[src/rtl/dmem_arbiter.sv]
// rtl/dmem_arbiter.sv - single data-cache port shared by the load buffer and committed stores
// Stores win ties until a waiting load has been passed over STARVE_LIMIT times in a row.
module dmem_arbiter #(
  parameter int STARVE_LIMIT = 4
) (
  input  logic        clk,
  input  logic        rst,
  input  logic        flush,
  input  logic        ld_req,
  input  logic [31:0] ld_addr,
  output logic        ld_resp,
  output logic [31:0] ld_rdata,
  input  logic        st_req,
  input  logic [31:0] st_addr,
  input  logic [31:0] st_wdata,
  input  logic [3:0]  st_byte_en,
  output logic        st_resp,
  output logic        mem_read_d,
  output logic        mem_write_d,
  output logic [31:0] mem_address_d,
  output logic [31:0] mem_wdata_d,
  output logic [3:0]  mem_byte_enable_d,
  input  logic        mem_resp_d,
  input  logic [31:0] mem_rdata_d,
  output logic        busy
);
  typedef enum logic [1:0] {IDLE, LOAD, STORE, LOAD_SQUASH} state_t;
  localparam logic [2:0] LIMIT = 3'(STARVE_LIMIT);

  state_t      r_state, w_state_next;
  logic [2:0]  r_starve_cnt, w_starve_next;
  logic [31:0] r_addr, r_wdata;
  logic [3:0]  r_byte_en;
  logic        w_ld_eff, w_grant_st, w_grant_ld;

  // A flushed load request is not eligible for a grant in the same cycle.
  assign w_ld_eff = ld_req & ~flush;

  always_ff @(posedge clk or posedge rst) begin
    if (rst) begin
      r_state      <= IDLE;
      r_starve_cnt <= 3'd0;
      r_addr       <= 32'd0;
      r_wdata      <= 32'd0;
      r_byte_en    <= 4'd0;
    end else begin
      r_state      <= w_state_next;
      r_starve_cnt <= w_starve_next;
      if (w_grant_st) begin
        r_addr    <= st_addr;
        r_wdata   <= st_wdata;
        r_byte_en <= st_byte_en;
      end else if (w_grant_ld) begin
        r_addr    <= ld_addr;
        r_wdata   <= 32'd0;
        r_byte_en <= 4'b1111;
      end
    end
  end

  always_comb begin
    w_state_next  = r_state;
    w_grant_st    = 1'b0;
    w_grant_ld    = 1'b0;
    w_starve_next = r_starve_cnt;
    case (r_state)
      IDLE: begin
        if (st_req && !(w_ld_eff && r_starve_cnt == LIMIT)) begin
          w_grant_st   = 1'b1;
          w_state_next = STORE;
          if (!ld_req)
            w_starve_next = 3'd0;
          else if (r_starve_cnt != LIMIT)
            w_starve_next = r_starve_cnt + 3'd1;
        end else if (w_ld_eff) begin
          w_grant_ld    = 1'b1;
          w_state_next  = LOAD;
          w_starve_next = 3'd0;
        end
      end
      LOAD: begin
        if (mem_resp_d)
          w_state_next = IDLE;
        else if (flush)
          w_state_next = LOAD_SQUASH;
      end
      STORE, LOAD_SQUASH: begin
        if (mem_resp_d)
          w_state_next = IDLE;
      end
      default: w_state_next = IDLE;
    endcase
    if (flush)
      w_starve_next = 3'd0;
  end

  assign busy              = (r_state != IDLE);
  assign mem_read_d        = (r_state == LOAD) || (r_state == LOAD_SQUASH);
  assign mem_write_d       = (r_state == STORE);
  assign mem_address_d     = r_addr;
  assign mem_wdata_d       = r_wdata;
  assign mem_byte_enable_d = r_byte_en;
  assign ld_resp           = (r_state == LOAD) & mem_resp_d & ~flush;
  assign ld_rdata          = ld_resp ? mem_rdata_d : 32'd0;
  assign st_resp           = (r_state == STORE) & mem_resp_d;
endmodule

[config.mk]
export PLATFORM = sky130hd
export DESIGN_NAME = dmem_arbiter
export DESIGN_NICKNAME = d
export VERILOG_FILES = /design/src/rtl/dmem_arbiter.sv
export SDC_FILE = /design/constraint.sdc
export NUM_CORES = 1
export LEC_CHECK = 0
export ABC_AREA = 0
export CAP_MARGIN = 20
export CORE_MARGIN = 2
export CORE_UTILIZATION = 34
export CTS_CLUSTER_SIZE = 8
export DETAILED_ROUTE_END_ITERATION = 8
export GPL_ROUTABILITY_DRIVEN = 0
export PLACE_DENSITY = 0.84
export RECOVER_POWER = 50
export REMOVE_ABC_BUFFERS = 1
export SLEW_MARGIN = 20
export SYNTH_ARGS = -nofsm -noshare
export SYNTH_HDL_FRONTEND = slang
export SYNTH_SLANG_ARGS = --single-unit
[constraint.sdc]
create_clock -name clk -period 2.9 [get_ports clk]
set_input_delay 0.58 -clock clk [delete_from_list [all_inputs] [get_ports clk]]
set_output_delay 0.58 -clock clk [all_outputs]
set_load 0.01 [all_outputs]
* Yosys cells after proc, flatten, opt, wreduce, memory -nomap -nowiden
Index checks and enable logic that the tools add are counted.
Widths: inputs -> output; s select.
** Word-level totals
- Bits in registers :: 73
- Input bits :: 138
- Logic and storage cells :: 56
** Operators by class
- $add $sub $neg :: 1
- Eq/ne operators :: 9
- Muxes and demuxes :: 24
- Bitwise logic cells :: 5
- Reductions and logical operators :: 12
** Operators with widths (number)
- $mux 32 :: 5
- $mux 3 :: 6
- $mux 2 :: 5
- $ne 3x3->1 const B :: 3
- $mux 4 :: 2
- $pmux 2 s3 :: 1
- $reduce_and 3->1 :: 2
- $reduce_bool 2->1 :: 3
- $mux 1 :: 5
- $and 1x1->1 :: 4
- $eq 2x2->1 const B :: 2
- $ne 4x3->1 const B :: 1
- $add 3x1->3 const B :: 1
- $eq 3x3->1 const B :: 1
- $reduce_bool 3->1 :: 1
- $eq 2x1->1 const B :: 1
- $logic_and 1x1->1 :: 2
- $logic_not 2->1 :: 1
- $ne 2x2->1 const B :: 1
- $reduce_or 2->1 :: 1
- $logic_not 1->1 :: 1
- $logic_or 1x1->1 :: 1
- $not 1->1 :: 1

* Logic depth before layout (Yosys ltp)
- Word-level depth :: 9
- Gate-level depth with buffers :: 8

* Least setup slack after synthesis
Ideal clock, no wire load.
- Path type :: input port to output port
- From :: input port mem_resp_d
- To :: output port ld_rdata[19]
- Data arrival time :: 1.462 ns
- Path slack :: 0.858 ns
- Stages on the path :: 4
- Buffers on the path :: 1
- Cells stage by stage :: inv_1 > nor4b_2 > clkbuf_1 > and2_1
** Between the ends
- Cells in the longest elaborated chain, start to end :: 3
** RTL lines
- start: declaration :: RTL line 23 : input logic mem_resp_d,
- $and 1x1->1 (2 in a row) :: RTL line 103 : assign ld_resp = (r_state == LOAD) & mem_resp_d & ~flush;
- named net ld_resp :: RTL line 11 : output logic ld_resp,
- $mux 32 :: RTL line 104 : assign ld_rdata = ld_resp ? mem_rdata_d : 32'd0;
- end: declaration :: RTL line 12 : output logic [31:0] ld_rdata,
The timed path passes the listed nets, and every way through them passes these cells.

* Worst setup path after layout
- From :: input port mem_resp_d
- To :: output port ld_resp
** Between the ends
- Cells in the longest elaborated chain, start to end :: 2
** RTL lines (RTL line)
- $and 1x1->1 (2 in a row) :: 103
- end: declaration :: 11
Every way passes these cells.

==> results by group <==
CTS
  – Post-cts resize count: 0
  – # H-tree levels: 3
  – Worst-Skew Late Latency: 0.34 ns
  – Clock Path Buffers: 2
  – Post-CTS Setup Repair Bufs: 0
  – Clk slew on worst S/H paths: 0.08 ns
  – CTS Sinks: 73
  – CTS Buf Count: 9
  – CTS Hold Bufs: 0
  – CTS tree: built
  – Root Buffer: clkbuf_8

Pwr
  – Cell Pwr Density: 796.2 nW/µm²
  – Peak VDD IR: 0.4106 mV
  – Leak Pwr: 3.118 nW

Routing
  – DRT antenna net count: 0
  – DR vias/cell: 5.035
  – Drt first pass iters: 5
  – Final WL: 11,080 µm
  – Wire per inst: 17.07 µm
  – Starting DRT DRC Count: 90
  – Total number of vias: 3,268
  – Remaining DRCs: 0

Global routing
  – Vias in the first global route: 3,355
  – First-pass GRT wire length: 16,530 µm
  – Largest net degree at the start of global routing: 74
  – Initial antenna violation count: 1
  – Grt total ovfl: 0
  – Overall global routing resource usage: 21.50%

Placement
  – Post-DP HPWL: 8366 µm
  – Port buffer count: 242
  – Cells after DPL: 632

STA
  – Final Hold Viols: 0
  – Unrepaired setup endpoints after global routing: no
  – Final setup vio count: 0
  – Fin Clk Skew: 0.009351 ns
  – Sum of negative setup slack: 0 ns
  – Final count of pins violating max slew: 74
  – Rel. slew slack: -17.69%
  – Worst slew pin tran: 1.765 ns
  – Peak Freq: 367.8 MHz
  – Crit path time final: 2.719 ns
  – Final period util: 93.75%

Setup path
  – CP startpoint kind: input pin
  – Setup Crit Path Kind: input pin to primary output
  – CP dominant cell by count: clkdlybuf4s50_1
  – CP Max Fanout: 33
  – Critical Path RT: 2.32 ns
  – Buf/Inv on CP: 4
  – Crit-path slowest cell: clkdlybuf4s50_1
  – Delay-heaviest family, CP: buffers and inverters
  – Crit path cell chain: clkdlybuf4s50_1, inv_1, nor4b_4, buf_12, clkdlybuf4s50_1
  – Kind of end point of the critical path: primary output
  – Largest stage delay, worst path: 0.54 ns
  – Critical path arrival: 2.14 ns

Finish
  – Area growth syn-to-layout: 91.88%
  – Fin nets: 672
  – Final Non-Filler Cells: 649
  – Filler Cell Count: 725
  – Share of cells above drive strength 1: 4.842%

Run status
  – Failing checks: capacitance limit, slew limit
  – Status: finished, violations left

Die
  – Die extent in y: 100.1 µm
  – Core Area: 9109 µm²
  – # IOs: 243
  – Std cell rows: 35
  – Initial core utilization: 34.51%
  – Die area: 10,030 µm²
  – Die X: 100.1 µm

Synthesis
  – Synth warn: 0
  – Syn Std Cell Area: 3143 µm²
  – Post-synthesis sequential area ratio: 58.12%
  – Synthesized area per cell: 10.69 µm²
  – Cell variety after synth: 26
  – Seq cells post-synth: 73
  – Synthesized netlist cell count: 294

Hold path
  – Type of the tightest min-delay check: flop to flop

Flow run
  – Max cap viols: 1
[power by group]
group          switching [mW]  total (mW)  internal, mW  leakage (nW)
Sequential              0.253        1.73          1.47         0.910
Combinational           0.907        2.08          1.17          2.08
Clock                   0.378       0.999         0.621         0.127
Total                    1.54        4.80          3.26          3.12
[sequential cells by signal, indices dropped and copies added, names as in the netlist]
name and cells:
mem_address_d 32, mem_wdata_d 32, mem_byte_enable_d 4, r_starve_cnt 3, r_state 2
[metrics by stage]
step                power [mW]  setup slack, ns  util (%)  area, µm²  hold WS (ns)
detailed placement       3.982          0.04564     62.72       5713        0.4696
finish                   4.802           0.1813     66.21       6031        0.4760
floorplan                2.546         -0.01392         -       3029        0.4513
global placement         3.916          0.08135     62.72       5713        0.4621
CTS                      5.012          0.04147     65.51       5967        0.4872
global route             5.079          0.07289     66.21       6031        0.5081
[area by class of cell]
cell class	count	area (µm²)	share of cell area, %
multi-input cells	191	1197	19.85
well taps	111	138.9	2.303
diodes	1	2.502	0.04149
repair buffers	251	2589	42.93
inverters	6	22.52	0.3734
clock inverters	4	98.84	1.639
clock buffers	12	155.1	2.573
flip-flops and latches	73	1827	30.29
[Yosys cell counts (all sizes together)]
cell type	number	area, µm²
nor4b	1	15.01
dfrtp	73	1827
nor2	5	18.77
mux2i	1	10.01
nand3	2	10.01
and2	33	206.5
and3	1	6.260
nand4b	1	8.760
o22a	4	35.03
nand2	34	127.6
o22ai	32	200.2
a22o	33	289.0
o2111ai	1	8.760
o21ai	35	178.9
nor2b	2	12.51
ha	2	25.02
a32oi	2	17.52
buf	14	76.33
inv	6	22.52
a21oi	2	10.01
clkbuf	10	37.54
[path summary, 6_finish.rpt]
| path | start | end | slack [ns] | depth (start not counted) |
|---|---|---|---|---|
| worst max-delay path | mem_resp_d | ld_resp | 0.18 | 5 |
| worst min-delay path | mem_address_d[3]$_DFFE_PP0P_ | mem_address_d[3]$_DFFE_PP0P_ | 0.48 | 2 |
| worst max register to register | r_state[1]$_DFFE_PP0P_ | mem_address_d[14]$_DFFE_PP0P_ | 0.99 | 5 |
| worst min register to register | mem_address_d[3]$_DFFE_PP0P_ | mem_address_d[3]$_DFFE_PP0P_ | 0.48 | 2 |
| max in group asynchronous | rst | r_starve_cnt[1]$_DFFE_PP0P_ | 0.57 | 3 |
| min in group asynchronous | rst | mem_address_d[21]$_DFFE_PP0P_ | 1.31 | 3 |
[worst register-to-register path: cells and delay by family (launching register included)]
| family | cells | cell delay (ns) |
|---|---|---|
| AO/OA/AOI/OAI | 2 | 0.38 |
| flip-flops | 1 | 0.44 |
| buffers and inverters | 1 | 0.34 |
| AND/OR/NAND/NOR | 2 | 0.67 |
[kinds of logic (layout without fill, tap and decap cells)]
| logic type | Yosys count | after routing | synth area share [%] |
|---|---|---|---|
| other cells | 0 | 1 | 0 |
| fa+ha+maj | 2 | 2 | 0.7961 |
| simple gates | 79 | 79 | 12.90 |
| flops | 73 | 73 | 58.12 |
| compound gates | 109 | 109 | 23.53 |
| mux | 1 | 1 | 0.3185 |
| buf+inv | 30 | 273 | 4.339 |
[layout by cell type (no fill, tap or decap)]
| cell type | count |
|---|---|
| nor2b_1 | 2 |
| a21oi_1 | 2 |
| dlymetal6s2s_1 | 32 |
| bufinv_16 | 3 |
| buf_12 | 2 |
| clkdlybuf4s50_1 | 159 |
| clkinv_4 | 1 |
| clkbuf_8 | 11 |
| diode_2 | 1 |
| dlygate4sd3_1 | 51 |
| o21ai_0 | 28 |
| o22a_1 | 4 |
| nand2_1 | 34 |
| o22ai_1 | 32 |
| o2111ai_1 | 1 |
| dfrtp_1 | 73 |
| nand3_1 | 2 |
| mux2i_1 | 1 |
| nand4b_1 | 1 |
| nor4b_4 | 1 |
| and3_2 | 1 |
| inv_1 | 5 |
| o21ai_4 | 1 |
| ha_1 | 2 |
| a22o_1 | 33 |
| o21ai_1 | 6 |
| nor2_1 | 5 |
| clkbuf_1 | 2 |
| and2_1 | 33 |
| clkbuf_2 | 1 |
| clkinv_1 | 1 |
| buf_4 | 5 |
| a32oi_1 | 2 |
[layer usage]
layer / track usage [%] / vias up / routed length [µm]
li1: - / 1547 / -
met1: 21.76 / 1516 / 4057
met2: 38.26 / 173 / 5464
met3: 7.521 / 32 / 1070
met4: 12.22 / 0 / 487
met5: 0 / - / 0
Note: power is estimated with default switching activity, not from simulation.
